## config.mk

```make
export PLATFORM = sky130hd
export DESIGN_NAME = stepdown_corestate_sequencer
export DESIGN_NICKNAME = d
export VERILOG_FILES = /design/src/rtl/stepdown_corestate_pkg.sv /design/src/rtl/stepdown_deadtime_ctr.sv /design/src/rtl/stepdown_corestate_sequencer.sv
export SDC_FILE = /design/constraint.sdc
export NUM_CORES = 1
export LEC_CHECK = 0
export BUFFER_PORTS_ARGS = -buffer_cell sky130_fd_sc_hd__buf_4
export CAP_MARGIN = 20
export CELL_PAD_IN_SITES_DETAIL_PLACEMENT = 1
export CELL_PAD_IN_SITES_GLOBAL_PLACEMENT = 1
export CORE_MARGIN = 8
export CORE_UTILIZATION = 46
export DETAILED_ROUTE_END_ITERATION = 8
export GPL_TIMING_DRIVEN = 0
export PLACE_DENSITY_LB_ADDON = 0.1
export SKIP_LAST_GASP = 1
export SLEW_MARGIN = 20
export SYNTH_ARGS = -nofsm -noshare
export SYNTH_HDL_FRONTEND = slang
export SYNTH_SLANG_ARGS = --single-unit
```

## constraint.sdc

```tcl
create_clock -name CELCLK -period 2.75 [get_ports CELCLK]
set_input_delay 0.55 -clock CELCLK [delete_from_list [all_inputs] [get_ports CELCLK]]
set_output_delay 0.55 -clock CELCLK [all_outputs]
set_load 0.05 [all_outputs]
```

## src/rtl/stepdown_corestate_pkg.sv

```systemverilog
// ------------------------------------------------------------------------
// stepdown_corestate_pkg: core-state codes, sequencer FSM states, code check
// Revision: 1.0
// ------------------------------------------------------------------------
`default_nettype none

package stepdown_corestate_pkg;

  typedef enum logic [2:0] {
    CODE_OFF       = 3'd0,
    CODE_SOFTSTART = 3'd1,
    CODE_BUCK      = 3'd2,
    CODE_SKIP      = 3'd3,
    CODE_DISCH     = 3'd4
  } code_e;

  typedef enum logic [3:0] {
    ST_OFF   = 4'd0,
    ST_DT    = 4'd1,
    ST_HS    = 4'd2,
    ST_DT_HL = 4'd3,
    ST_LS    = 4'd4,
    ST_DT_LH = 4'd5,
    ST_SKIP  = 4'd6,
    ST_DISCH = 4'd7,
    ST_FAULT = 4'd8
  } fsm_e;

  function automatic logic code_illegal(input logic [2:0] code);
    return code > 3'd4;
  endfunction

endpackage

`default_nettype wire

```

## src/rtl/stepdown_deadtime_ctr.sv

```systemverilog
// ------------------------------------------------------------------------
// stepdown_deadtime_ctr: loadable saturating down-counter, done on last cycle
// Revision: 1.0
// ------------------------------------------------------------------------
`default_nettype none

module stepdown_deadtime_ctr #(
  parameter int DW = 8
) (
  input  logic          clk,
  input  logic          rst_n,
  input  logic          load,
  input  logic [DW-1:0] load_val,
  output logic          done
);

  logic [DW-1:0] cnt;

  always_ff @(posedge clk or negedge rst_n) begin
    if (!rst_n) begin
      cnt <= '0;
    end else if (load) begin
      cnt <= load_val;
    end else if (cnt != '0) begin
      cnt <= cnt - 1'b1;
    end
  end

  // done marks the final cycle of the loaded interval so the owner can leave on this edge
  assign done = (cnt == DW'(1));

endmodule

`default_nettype wire

```

## src/rtl/stepdown_corestate_sequencer.sv

```systemverilog
// ------------------------------------------------------------------------
// stepdown_corestate_sequencer: core-state handshake to dead-timed HS/LS gate PWM
// Revision: 1.0
// ------------------------------------------------------------------------
`default_nettype none

module stepdown_corestate_sequencer
  import stepdown_corestate_pkg::*;
#(
  parameter int DT_CYC  = 4,
  parameter int PER_CYC = 32,
  parameter int DW      = 8
) (
  input  logic          CELCLK,
  input  logic          CELRSTB,
  input  logic          CELV,
  input  logic          CELG,
  input  logic          SUB,
  input  logic          state_vld,
  input  logic [2:0]    state_code,
  input  logic [DW-1:0] duty,
  input  logic          fault_clr,
  output logic          state_rdy,
  output logic          hs_en,
  output logic          ls_en,
  output logic [2:0]    cur_state,
  output logic          fault
);

  localparam logic [DW-1:0] MAX_D  = DW'(PER_CYC - 2 * DT_CYC - 1);
  localparam logic [DW-1:0] LS_END = DW'(PER_CYC - DT_CYC);
  localparam logic [DW-1:0] DT_LEN = DW'(DT_CYC);

  fsm_e          st;
  logic [DW-1:0] pc;
  logic [DW-1:0] dval;
  logic [DW-1:0] ss;

  logic          accept;
  logic          illegal;
  logic [DW-1:0] pc_nxt;
  logic [DW-1:0] cd;
  logic [DW-1:0] d_new;
  logic          hs_end;
  logic          ls_end;
  logic          dt_load;
  logic          dt_done;
  logic          period_start;
  logic          unused_supply;

  assign unused_supply = CELV ^ CELG ^ SUB;

  always_comb begin
    accept  = state_vld & state_rdy;
    illegal = code_illegal(state_code);
    pc_nxt  = pc + 1'b1;
    cd      = (duty > MAX_D) ? MAX_D : duty;
    d_new   = cd;
    if (cur_state == CODE_SOFTSTART && ss < cd) begin
      d_new = ss;
    end
    hs_end  = (st == ST_HS) && (pc_nxt == dval);
    ls_end  = (st == ST_LS) && (pc_nxt == LS_END);
    dt_load = accept ? !illegal : (hs_end | ls_end);
    period_start = dt_done &&
                   ((st == ST_DT_LH) ||
                    (st == ST_DT && (cur_state == CODE_BUCK || cur_state == CODE_SOFTSTART)));
  end

  stepdown_deadtime_ctr #(
    .DW(DW)
  ) u_dt_ctr (
    .clk      (CELCLK),
    .rst_n    (CELRSTB),
    .load     (dt_load),
    .load_val (DT_LEN),
    .done     (dt_done)
  );

  always_ff @(posedge CELCLK or negedge CELRSTB) begin
    if (!CELRSTB) begin
      st        <= ST_OFF;
      hs_en     <= 1'b0;
      ls_en     <= 1'b0;
      state_rdy <= 1'b0;
      cur_state <= 3'd0;
      fault     <= 1'b0;
      pc        <= '0;
      dval      <= '0;
      ss        <= '0;
    end else if (accept) begin
      // Any active enable drops on the accepting edge, before the dead time starts
      hs_en     <= 1'b0;
      ls_en     <= 1'b0;
      state_rdy <= 1'b0;
      pc        <= '0;
      ss        <= '0;
      if (illegal) begin
        st    <= ST_FAULT;
        fault <= 1'b1;
      end else begin
        st        <= ST_DT;
        cur_state <= state_code;
      end
    end else if (period_start) begin
      pc        <= '0;
      dval      <= d_new;
      state_rdy <= 1'b1;
      if (cur_state == CODE_SOFTSTART && ss < cd) begin
        ss <= ss + 1'b1;
      end
      if (d_new != '0) begin
        st    <= ST_HS;
        hs_en <= 1'b1;
        ls_en <= 1'b0;
      end else begin
        st    <= ST_LS;
        hs_en <= 1'b0;
        ls_en <= 1'b1;
      end
    end else begin
      case (st)
        ST_OFF: state_rdy <= 1'b1;
        ST_DT: begin
          if (dt_done) begin
            state_rdy <= 1'b1;
            case (cur_state)
              CODE_DISCH: begin
                st    <= ST_DISCH;
                ls_en <= 1'b1;
              end
              CODE_SKIP: st <= ST_SKIP;
              default:   st <= ST_OFF;
            endcase
          end
        end
        ST_HS: begin
          pc        <= pc_nxt;
          state_rdy <= 1'b0;
          if (hs_end) begin
            st    <= ST_DT_HL;
            hs_en <= 1'b0;
          end
        end
        ST_DT_HL: begin
          pc <= pc_nxt;
          if (dt_done) begin
            st    <= ST_LS;
            ls_en <= 1'b1;
          end
        end
        ST_LS: begin
          pc        <= pc_nxt;
          state_rdy <= 1'b0;
          if (ls_end) begin
            st    <= ST_DT_LH;
            ls_en <= 1'b0;
          end
        end
        ST_DT_LH: pc <= pc_nxt;
        ST_SKIP: begin
          pc        <= '0;
          state_rdy <= 1'b1;
        end
        ST_DISCH: state_rdy <= 1'b1;
        ST_FAULT: begin
          if (fault_clr) begin
            st        <= ST_OFF;
            fault     <= 1'b0;
            state_rdy <= 1'b1;
          end
        end
        default: st <= ST_OFF;
      endcase
    end
  end

endmodule

`default_nettype wire

```

==> impl_metrics.json <==
{
  "grt_pass1_wl_um": 13200,
  "die_w_um": 95.8,
  "synthTopCellsByArea": "dfrtp_1 37%, nor2_1 6.4%, ha_1 5.1%",
  "antenna_found_initial": 0,
  "synth-seq-cells": 43,
  "cp_max_fo": 5,
  "maxSlewViolCount": 0,
  "ios": 25,
  "setup_viol": 1,
  "critPathMostFrequentCell": "nor2_2",
  "power_leakage_nw": 1.54,
  "viasPerCell": 5.89,
  "total_power_w": 0.00317,
  "rsz0062_at_grt": "true",
  "synth.distinct_cells": 60,
  "cp_slowest_cell": "a2111o_1",
  "cts.path.max_buffers": 2,
  "rows": 29,
  "first_pass_iters": 4,
  "initial_utilization": 0.470,
  "grt_pass1_vias": 2769,
  "netlist_instances": 336,
  "first_iter_violations": 150,
  "syn_avg_cell_area_um2": 8.73,
  "cts-htree-levels": 2,
  "wl_um": 7940,
  "reg2regPathDepth": 8,
  "rrSetupSlack_ns": 0.09,
  "finalCriticalPeriod_ns": 2.79,
  "cts_hold_buffers": 0,
  "max_slew.worst_pin.slew_ns": 0.822,
  "place_inst": 436,
  "post_dp_cell_area_um2": 3220,
  "seq_area_frac_synth": 0.367,
  "die-area_um2": 9190,
  "synth.most_common_cell": "nor2_1",
  "crit_required_ns": 3.00,
  "synth_top_area_share": 0.367,
  "finalHoldViolCount": 0,
  "crit_chain": "buf_6 -> a2111o_1 -> nor2_2 -> ha_1 -> o211ai_1 -> nor2_2 -> a221oi_4 -> mux2i_2 -> or4_4 -> o31a_1 -> a21oi_2",
  "synthFlopType": "dfrtp_1",
  "fin_nets": 403,
  "cts_root_buf": "clkbuf_8",
  "syn_to_final_growth_pct": 17.1,
  "yosys-top-cells-count": "50 x nor2_1, 43 x dfrtp_1, 34 x nand2_1",
  "dieHeight_um": 95.8,
  "clkSlewWorstSetupHoldPaths_ns": 0.10,
  "coreArea_um2": 6240,
  "mappedNetlistArea_um2": 2930,
  "crit_path_max_incr_delay_ns": 0.50,
  "fin_ws_ns": -0.0401,
  "synth-edff-count": 0,
  "insertion_delay_ns": 0.31,
  "diodes": 0,
  "end_kind": "register",
  "grt_start_max_net_pins": 44,
  "gp_congestion": 0.820,
  "hpwlAfterDp_um": 5740,
  "ant_nets": 0,
  "post-route-period-util": 1.01,
  "fin_cells": 451,
  "grt-ovfl-total": 0,
  "post_drt_wl_per_cell_um": 17.6,
  "gr-usage-all-layers": 0.181,
  "status": "finished with violations",
  "hold-worst-slack_ns": 0.241,
  "drc_errors": 0,
  "cts_tree": "yes",
  "async_flop_share": 1.00,
  "startpoint_type": "input pin",
  "r2r_end": "ls_en",
  "yosysTopAreaCell": "dfrtp_1",
  "cts_buffers": 5,
  "max_clock_freq_mhz": 358,
  "reg2reg_from": "pc[0]",
  "ys.warnings.count": 0,
  "slew_headroom": 0.444,
  "drive_above_1_share": 0.187,
  "critPathKind": "input pin to register",
  "clock_sink_count": 43,
  "fin_skew_ns": 0.0125,
  "maxCapViolCount": 0,
  "powerDensity_nw_per_um2": 924,
  "ir_drop_uv": 614,
  "io_buffers": 21,
  "cp_data_arrival_time_ns": 3.04,
  "pre_cts_ws_ns": -0.645,
  "hold_path_class": "input pin to async pin",
  "final_area_um2": 3430,
  "violations": "negative setup slack",
  "vias": 2655
}
-- flip-flops by register name, indices dropped and copies added, names as in the netlist --
signal	cells
fault	1
pc	8
dval	8
st	4
state_rdy	1
cur_state	3
ss	8
hs_en	1
ls_en	1
u_dt_ctr.cnt	8
-- critical path, delay by kind of cell --
family | cells | cell delay [ns]
adders and majority gates | 1 | 0.24
buffers and inverters | 1 | 0.09
and+or+nand+nor | 3 | 0.68
muxes | 1 | 0.15
AOI/OAI and AO/OA | 5 | 1.31
-- worst max-delay path by stage --
stage,startpoint,end,slack [ns],cells past startpoint
after floorplan,duty[4],st[1],-0.15,10
after global placement,duty[4],st[1],-0.54,11
after detailed placement,duty[4],st[1],-0.64,11
after CTS,duty[3],st[1],-0.06,11
after global routing,duty[4],st[1],-0.15,11
final,duty[4],st[1],-0.04,11
-- layout make-up --
| type | count | area [µm²] |
|---|---|---|
| clock inverter | 2 | 35.0 |
| buffer | 14 | 70.1 |
| clock buffer | 6 | 82.6 |
| timing repair buffer | 30 | 229 |
| sequential | 43 | 1080 |
| fill | 750 | 2810 |
| multi-input combinational | 272 | 1820 |
| inverter | 7 | 26.3 |
| tap | 77 | 96.3 |
-- power breakdown --
group	leakage (nW)	internal [W]	switching [W]
logic	0.928	0.000651	0.000981
registers	0.551	0.000801	0.000201
clock network	0.0612	0.000294	0.000243
-- cell families (layout without fill, tap and decap cells) --
logic type               Yosys count  after routing  synth area share
AND/OR/NAND/NOR                  150            150             0.267
AO/OA/AOI/OAI                     70             70             0.162
flip-flops                        43             43             0.367
XOR/XNOR                          30             30            0.0896
buffers and inverters             23             59            0.0367
adder cells (fa/ha/maj)           12             12            0.0512
multiplexers                       7              7            0.0256
other                              1              3           0.00128
-- metrics by stage --
step / setup TNS [ns] / utilization
final: -0.0401 / 0.550
after floorplan: -0.505 / -
after detailed placement: -8.31 / 0.516
after global routing: -0.420 / 0.550
after CTS: -0.347 / 0.542
after global placement: -6.01 / 0.516
-- routing by layer --
metal  wire length (µm)  track usage  up-vias
li1                   -            -     1256
met1               3490        0.218     1357
met2               4140        0.318       26
met3                157       0.0250       16
met4                150       0.0679        0
met5                  0            0        -
-- timing repair --
item | 4_1_cts | 5_1_grt
setup buffers | 3 | 6
pin swaps | 4 | 5
cloned | 0 | 0
resized for setup | 5 | 6
setup endpoints to repair | 24 | 18
-- cells in the final DEF (no fill, tap or decap), types with 3 or more instances in the layout --
| cell | count |
|---|---|
| nand2b_1 | 4 |
| nor2_1 | 47 |
| ha_1 | 11 |
| o21ai_1 | 3 |
| clkbuf_8 | 6 |
| buf_4 | 29 |
| nor3_1 | 8 |
| nor2_2 | 3 |
| or3_1 | 5 |
| conb_1 | 3 |
| nor4_1 | 5 |
| nand3_1 | 9 |
| nor4b_1 | 3 |
| xor2_1 | 16 |
| a21oi_1 | 21 |
| dfrtp_1 | 43 |
| xnor2_1 | 14 |
| nand4_1 | 7 |
| buf_6 | 3 |
| nand2_1 | 34 |
| inv_1 | 7 |
| a211oi_1 | 4 |
| clkbuf_1 | 8 |
| o21ai_0 | 19 |
| a21o_1 | 4 |
Note: power is estimated with default switching activity, not from simulation.
